<file path="src/rtl/led_seq_pkg.sv">
// -----------------------------------------------------------------------------
// led_seq_pkg
// Shared definitions for the LED pattern sequencer:
//   - command opcodes carried on cmd_op
//   - sequencer state type
//   - built-in pattern identifiers and the ping-pong position table
//   - pattern_leds(): maps (pattern, step) to the five LED bits, bit 0 = D1
// -----------------------------------------------------------------------------
package led_seq_pkg;

    localparam logic [1:0] OP_STOP   = 2'd0;
    localparam logic [1:0] OP_START  = 2'd1;
    localparam logic [1:0] OP_PAUSE  = 2'd2;
    localparam logic [1:0] OP_SELECT = 2'd3;

    typedef enum logic [1:0] {
        ST_IDLE  = 2'd0,
        ST_RUN   = 2'd1,
        ST_PAUSE = 2'd2
    } state_t;

    localparam logic [1:0] PAT_BINARY   = 2'd0;
    localparam logic [1:0] PAT_WALK     = 2'd1;
    localparam logic [1:0] PAT_FLASH    = 2'd2;
    localparam logic [1:0] PAT_PINGPONG = 2'd3;

    // Lit LED index for ping-pong, indexed by step[2:0]: 0,1,2,3,4,3,2,1.
    // Element 0 is the rightmost entry of the packed array.
    localparam logic [7:0][2:0] PP_POS = {3'd1, 3'd2, 3'd3, 3'd4,
                                          3'd3, 3'd2, 3'd1, 3'd0};

    function automatic logic [4:0] pattern_leds(input logic [1:0] pat,
                                                input logic [3:0] s);
        logic [4:0] leds;
        leds = '0;
        case (pat)
            PAT_BINARY:   leds = {(s == 4'd0), s};
            PAT_WALK:     leds = 5'b00001 << (s % 4'd5);
            PAT_FLASH:    leds = {5{s[0]}};
            PAT_PINGPONG: leds = 5'b00001 << PP_POS[s[2:0]];
            default:      leds = '0;
        endcase
        return leds;
    endfunction

endpackage

</file>
<file path="src/rtl/led_tick_gen.sv">
// -----------------------------------------------------------------------------
// led_tick_gen
// Step-rate prescaler. Counts 0 .. CLK_HZ/STEP_HZ-1 while enabled and emits a
// one-cycle tick on the terminal count, wrapping to 0 on the same edge.
// Ports:
//   clk, rst_n : clock, asynchronous active-low reset
//   en         : count enable (counter frozen when low)
//   clr        : synchronous clear to 0, overrides en
//   tick       : high during the terminal-count cycle while enabled
// -----------------------------------------------------------------------------
module led_tick_gen #(
    parameter int CLK_HZ  = 12000000,
    parameter int STEP_HZ = 4
) (
    input  logic clk,
    input  logic rst_n,
    input  logic en,
    input  logic clr,
    output logic tick
);

    localparam int              PERIOD = CLK_HZ / STEP_HZ;
    localparam int              CW     = $clog2(PERIOD);
    localparam logic [CW-1:0]   LAST   = CW'(PERIOD - 1);

    logic [CW-1:0] r_cnt;

    assign tick = en && (r_cnt == LAST);

    // NOTE: sequential state is assigned with <= so every register samples
    // pre-edge values; blocking assignments here would create order-dependent
    // simulation results that synthesis does not reproduce.
    always_ff @(posedge clk or negedge rst_n) begin
        if (!rst_n) begin
            r_cnt <= '0;
        end else if (clr) begin
            r_cnt <= '0;
        end else if (en) begin
            r_cnt <= tick ? '0 : r_cnt + CW'(1);
        end
    end

endmodule

</file>
<file path="src/rtl/led_sequencer.sv">
// -----------------------------------------------------------------------------
// led_sequencer
// Command-driven LED pattern scheduler for five LEDs (D1..D5).
// Optional feature macro: LED_SEQ_PWM_EN adds the bright input and a
// free-running 4-bit PWM gate applied after the LED output register.
// Ports:
//   clk, rst_n          : clock, asynchronous active-low reset
//   cmd_valid/cmd_ready : single-command handshake (accept = valid && ready)
//   cmd_op              : 0 STOP, 1 START, 2 PAUSE, 3 SELECT
//   cmd_pat             : pattern id for SELECT
//   busy                : high in RUN or PAUSE
//   step_idx            : current 4-bit step counter
//   D1..D5              : registered LED drives, active high
//   bright              : PWM duty 0..15 (LED_SEQ_PWM_EN only)
// -----------------------------------------------------------------------------
module led_sequencer
    import led_seq_pkg::*;
#(
    parameter int CLK_HZ  = 12000000,
    parameter int STEP_HZ = 4
) (
    input  logic       clk,
    input  logic       rst_n,
    input  logic       cmd_valid,
    output logic       cmd_ready,
    input  logic [1:0] cmd_op,
    input  logic [1:0] cmd_pat,
    output logic       busy,
    output logic [3:0] step_idx,
    output logic       D1,
    output logic       D2,
    output logic       D3,
    output logic       D4,
    output logic       D5
`ifdef LED_SEQ_PWM_EN
    ,
    input  logic [3:0] bright
`endif
);

    state_t     r_state, w_state_nxt;
    logic [1:0] r_pat,   w_pat_nxt;
    logic [3:0] r_step,  w_step_nxt;
    logic       r_ready;
    logic [4:0] r_led;
    logic [4:0] w_led_out;
    logic       w_accept;
    logic       w_tick;
    logic       w_clr;
    logic       w_run;

    assign w_accept = cmd_valid && r_ready;
    assign w_run    = (r_state == ST_RUN);

    led_tick_gen #(
        .CLK_HZ  (CLK_HZ),
        .STEP_HZ (STEP_HZ)
    ) u_tick_gen (
        .clk   (clk),
        .rst_n (rst_n),
        .en    (w_run),
        .clr   (w_clr),
        .tick  (w_tick)
    );

    // NOTE: every output of this block gets a default before any branch, so
    // no path leaves a signal unassigned and no latch is inferred.
    always_comb begin
        w_state_nxt = r_state;
        w_pat_nxt   = r_pat;
        w_step_nxt  = w_tick ? r_step + 4'd1 : r_step;
        w_clr       = (r_state == ST_IDLE);

        // An effective command overrides the step update, discarding a
        // coincident tick. START in RUN changes nothing, so the tick survives.
        if (w_accept) begin
            case (cmd_op)
                OP_STOP: begin
                    w_state_nxt = ST_IDLE;
                    w_step_nxt  = '0;
                    w_clr       = 1'b1;
                end
                OP_START: begin
                    if (r_state == ST_IDLE) begin
                        w_state_nxt = ST_RUN;
                        w_step_nxt  = '0;
                        w_clr       = 1'b1;
                    end else if (r_state == ST_PAUSE) begin
                        w_state_nxt = ST_RUN;
                    end
                end
                OP_PAUSE: begin
                    if (r_state == ST_RUN) begin
                        w_state_nxt = ST_PAUSE;
                        w_step_nxt  = r_step;
                    end
                end
                default: begin
                    w_pat_nxt  = cmd_pat;
                    w_step_nxt = '0;
                    w_clr      = 1'b1;
                end
            endcase
        end
    end

    always_ff @(posedge clk or negedge rst_n) begin
        if (!rst_n) begin
            r_state <= ST_IDLE;
            r_pat   <= PAT_BINARY;
            r_step  <= '0;
            r_ready <= 1'b1;
            r_led   <= '0;
        end else begin
            r_state <= w_state_nxt;
            r_pat   <= w_pat_nxt;
            r_step  <= w_step_nxt;
            // Ready drops for the single cycle following an acceptance.
            r_ready <= !w_accept;
            // Decode from the registered state/step, so LEDs trail them by one
            // cycle; PAUSE keeps the last value loaded while running.
            case (r_state)
                ST_RUN:   r_led <= pattern_leds(r_pat, r_step);
                ST_IDLE:  r_led <= '0;
                default:  r_led <= r_led;
            endcase
        end
    end

`ifdef LED_SEQ_PWM_EN
    logic [3:0] r_pwm_cnt;

    always_ff @(posedge clk or negedge rst_n) begin
        if (!rst_n) begin
            r_pwm_cnt <= '0;
        end else begin
            r_pwm_cnt <= r_pwm_cnt + 4'd1;
        end
    end

    assign w_led_out = r_led & {5{r_pwm_cnt < bright}};
`else
    assign w_led_out = r_led;
`endif

    assign cmd_ready = r_ready;
    assign busy      = (r_state != ST_IDLE);
    assign step_idx  = r_step;
    assign {D5, D4, D3, D2, D1} = w_led_out;

endmodule

</file>
<file path="config.mk">
export PLATFORM = sky130hd
export DESIGN_NAME = led_sequencer
export DESIGN_NICKNAME = d
export VERILOG_FILES = /design/src/rtl/led_seq_pkg.sv /design/src/rtl/led_tick_gen.sv /design/src/rtl/led_sequencer.sv
export SDC_FILE = /design/constraint.sdc
export NUM_CORES = 1
export LEC_CHECK = 0
export ABC_AREA = 1
export CAP_MARGIN = 25
export CORE_MARGIN = 3
export CORE_UTILIZATION = 40
export CTS_BUF_LIST = sky130_fd_sc_hd__clkbuf_8
export CTS_CLUSTER_SIZE = 28
export DETAILED_ROUTE_END_ITERATION = 8
export SLEW_MARGIN = 20
export SYNTH_ARGS = -nofsm -noshare
export SYNTH_HDL_FRONTEND = slang
export SYNTH_SLANG_ARGS = --single-unit
</file>
<file path="constraint.sdc">
create_clock -name clk -period 5.45 [get_ports clk]
set_clock_uncertainty 0.1 [all_clocks]
set_input_delay 1.09 -clock clk [delete_from_list [all_inputs] [get_ports clk]]
set_output_delay 1.09 -clock clk [all_outputs]
set_load 0.02 [all_outputs]
</file>
==> impl_metrics.json <==
{
  "status": "finished, final reports clean",
  "synth_area_leaders": "dfrtp_1 35%, nand2_1 12%, ha_1 6.5%",
  "holdBufCountCts": 0,
  "setup_slack_ps": 2400,
  "clk_pin_slew_worst_paths_ps": 80,
  "setup-tns-final_ps": 0,
  "seqCellArea_um2": 902,
  "dp_hpwl_um": 4070,
  "synth_edf_count": 0,
  "cts_tree": "done",
  "crit_chain": "clkdlybuf4s50_1 > inv_1 > ha_1 > nand2_1 > nand2_1 > nand3_2 > nor4_4 > a21oi_1 > a211oi_1",
  "rsz0062_at_grt": "false",
  "async_flop_share_pct": 100,
  "antenna_found_initial": 0,
  "worst_pin_slew_ps": 807,
  "cp_num_buf_inv": 2,
  "yosys.area.top_type_share_pct": 35.0,
  "die_h_um": 85.1,
  "antenna_left": 0,
  "cts_resized": 0,
  "holdWs_ps": 390,
  "ys_seq_area_share_pct": 36.0,
  "setup_viol": 0,
  "cts.sinks": 36,
  "vias_per_cell": 5.02,
  "core-area_mm2": 0.00599,
  "syn-num-nets": 342,
  "areaGrowthSynthToFinish_pct": 14.6,
  "grt_max_degree": 37,
  "critPathSlowestCell": "clkdlybuf4s50_1",
  "wl_met3_um": 114,
  "wl_um": 5210,
  "end_kind": "flop",
  "postCtsSetupBuffers": 0,
  "numCtsBuffers": 5,
  "grt_pass1_wl_um": 9270,
  "diodes": 0,
  "relSlewSlack_pct": 46.2,
  "synth_top_area_cell": "dfrtp_1",
  "start_kind": "input pin",
  "io_pins": 18,
  "min_period_over_period_pct": 56.0,
  "synth-seq-cells": 36,
  "drc": 0,
  "critPathTopFamily": "simple AND/OR/NAND/NOR gates",
  "track_usage_pct": 15.6,
  "crit_required_ps": 5550,
  "dp_slack_ps": 2070,
  "overflow": 0,
  "crit_top_cell": "nand2_1",
  "grt_pass1_vias": 2008,
  "synthCells": 322,
  "powerDensity_mw_per_mm2": 236,
  "top_layer": "met4",
  "slew_violations": 0,
  "synth_ff_type": "dfrtp_1",
  "period_needed_ps": 3050,
  "path_class": "in2reg",
  "clk_latency_ps": 280,
  "multi_input_area_mm2": 0.00143,
  "rows": 28,
  "worstPathArrival_ps": 3150,
  "hold_path.class": "reg2reg",
  "port_buffers": 17,
  "clockRootBuffer": "clkbuf_8",
  "start_util_pct": 41.8,
  "worst-path-max-fanout": 13,
  "drive_above_1_share_pct": 16.6,
  "ctsHtreeMaxLevel": 2,
  "syn_avg_cell_area_um2": 7.78,
  "gp_congestion": 0.829,
  "p_leak_nw": 1.34,
  "final_cell_mix": "79 x nand2_1, 35 x dfrtp_1, 34 x inv_1",
  "dieArea_mm2": 0.00724,
  "vias": 2103,
  "wl_met2_um": 2470,
  "syn_area_mm2": 0.00250,
  "drt-initial-drc-count": 67,
  "wire_per_inst_um": 12.4,
  "yosysWarnings": 0,
  "drt-met1-wl_um": 2590,
  "nets": 363,
  "power_uw": 676,
  "drt-pass1-iter-count": 4,
  "fmax_mhz": 328,
  "maxCapViolCount": 0,
  "die_w_um": 85.1,
  "slowest_delay_ps": 510,
  "layout.cells.most_common": "nand2_1",
  "clk_path_buf_depth": 2,
  "fillers": 597,
  "synth_cell_types": 44,
  "hold_viol": 0,
  "vdd_ir_drop_max_v": 0.000124
}
[power breakdown]
| part | switching [mW] | internal, mW | total, mW |
|---|---|---|---|
| Combinational | 0.0812 | 0.0411 | 0.122 |
| Sequential | 0.0161 | 0.282 | 0.298 |
| Clock | 0.0944 | 0.161 | 0.256 |
[cell families (layout without fill, tap and decap cells)]
group	count (synthesis)	after routing	share of synthesized area, %
AO/OA/AOI/OAI	52	52	13.4
buffers and inverters	43	65	6.90
multiplexers	1	1	0.450
AND/OR/NAND/NOR	174	174	35.7
XOR/XNOR	3	3	1.05
flip-flops	36	36	36.0
adder cells (fa/ha/maj)	13	13	6.50
[tightest hold or removal path: cells and delay by family, from the launching register on]
family        cells  cell delay [ps]
flops             1              350
simple gates      2              110
[stage by stage]
stage | instances | instance area [um2] | util [%]
after CTS | 419 | 2870 | 47.9
final | 419 | 2870 | 47.9
after global placement | 411 | 2740 | 45.8
after floorplan | 322 | 2500 | -
after global routing | 419 | 2870 | 47.9
after detailed placement | 411 | 2740 | 45.8
[area by class of cell]
class,instances,area share (%)
sequential,36,31.4
timing repair buffer,17,5.76
multi-input combinational,243,49.8
inverter,40,5.32
tap,75,3.27
clock buffer,7,3.36
clock inverter,1,1.05
[final timing paths]
kind	startpoint	to	slack, ps	cells past startpoint
worst max-delay path	cmd_op[0]	u_tick_gen.r_cnt[11]	2400	9
worst min-delay path	r_led[3]	r_led[3]	390	2
worst max register to register	step_idx[0]	r_led[0]	2640	18
worst min register to register	r_led[3]	r_led[3]	390	2
max in group asynchronous	rst_n	r_led[0]	3940	1
min in group asynchronous	rst_n	u_tick_gen.r_cnt[21]	800	1
[state kept, by name, summed over array words and instances, names as in the netlist]
name	flops
step_idx	4
r_state	2
cmd_ready	1
u_tick_gen.r_cnt	22
r_pat	2
r_led	5
[cell usage after synthesis, types with 2 or more instances]
master and instances:
nand2_1 79, a21oi_1 16, nor3_1 4, inv_1 34, nand2_2 6, nand3_2 7
nor2_1 29, ha_1 13, a21oi_4 2, nor2_2 9, o21ai_2 2, o21ai_1 7
o21ai_0 8, a31oi_1 6, xor2_1 2, nand4_1 5, dfrtp_1 35, a22o_1 2
inv_2 5, a211oi_1 2, nand3_1 21, nor3_2 3, nor2_4 4
[metal layers]
layer	vias up	track usage, %
met5	-	0
met3	4	2.91
met1	963	21.1
met4	0	3.02
met2	17	26.0
li1	1119	-
No activity file was read; power rests on OpenSTA's default activity.
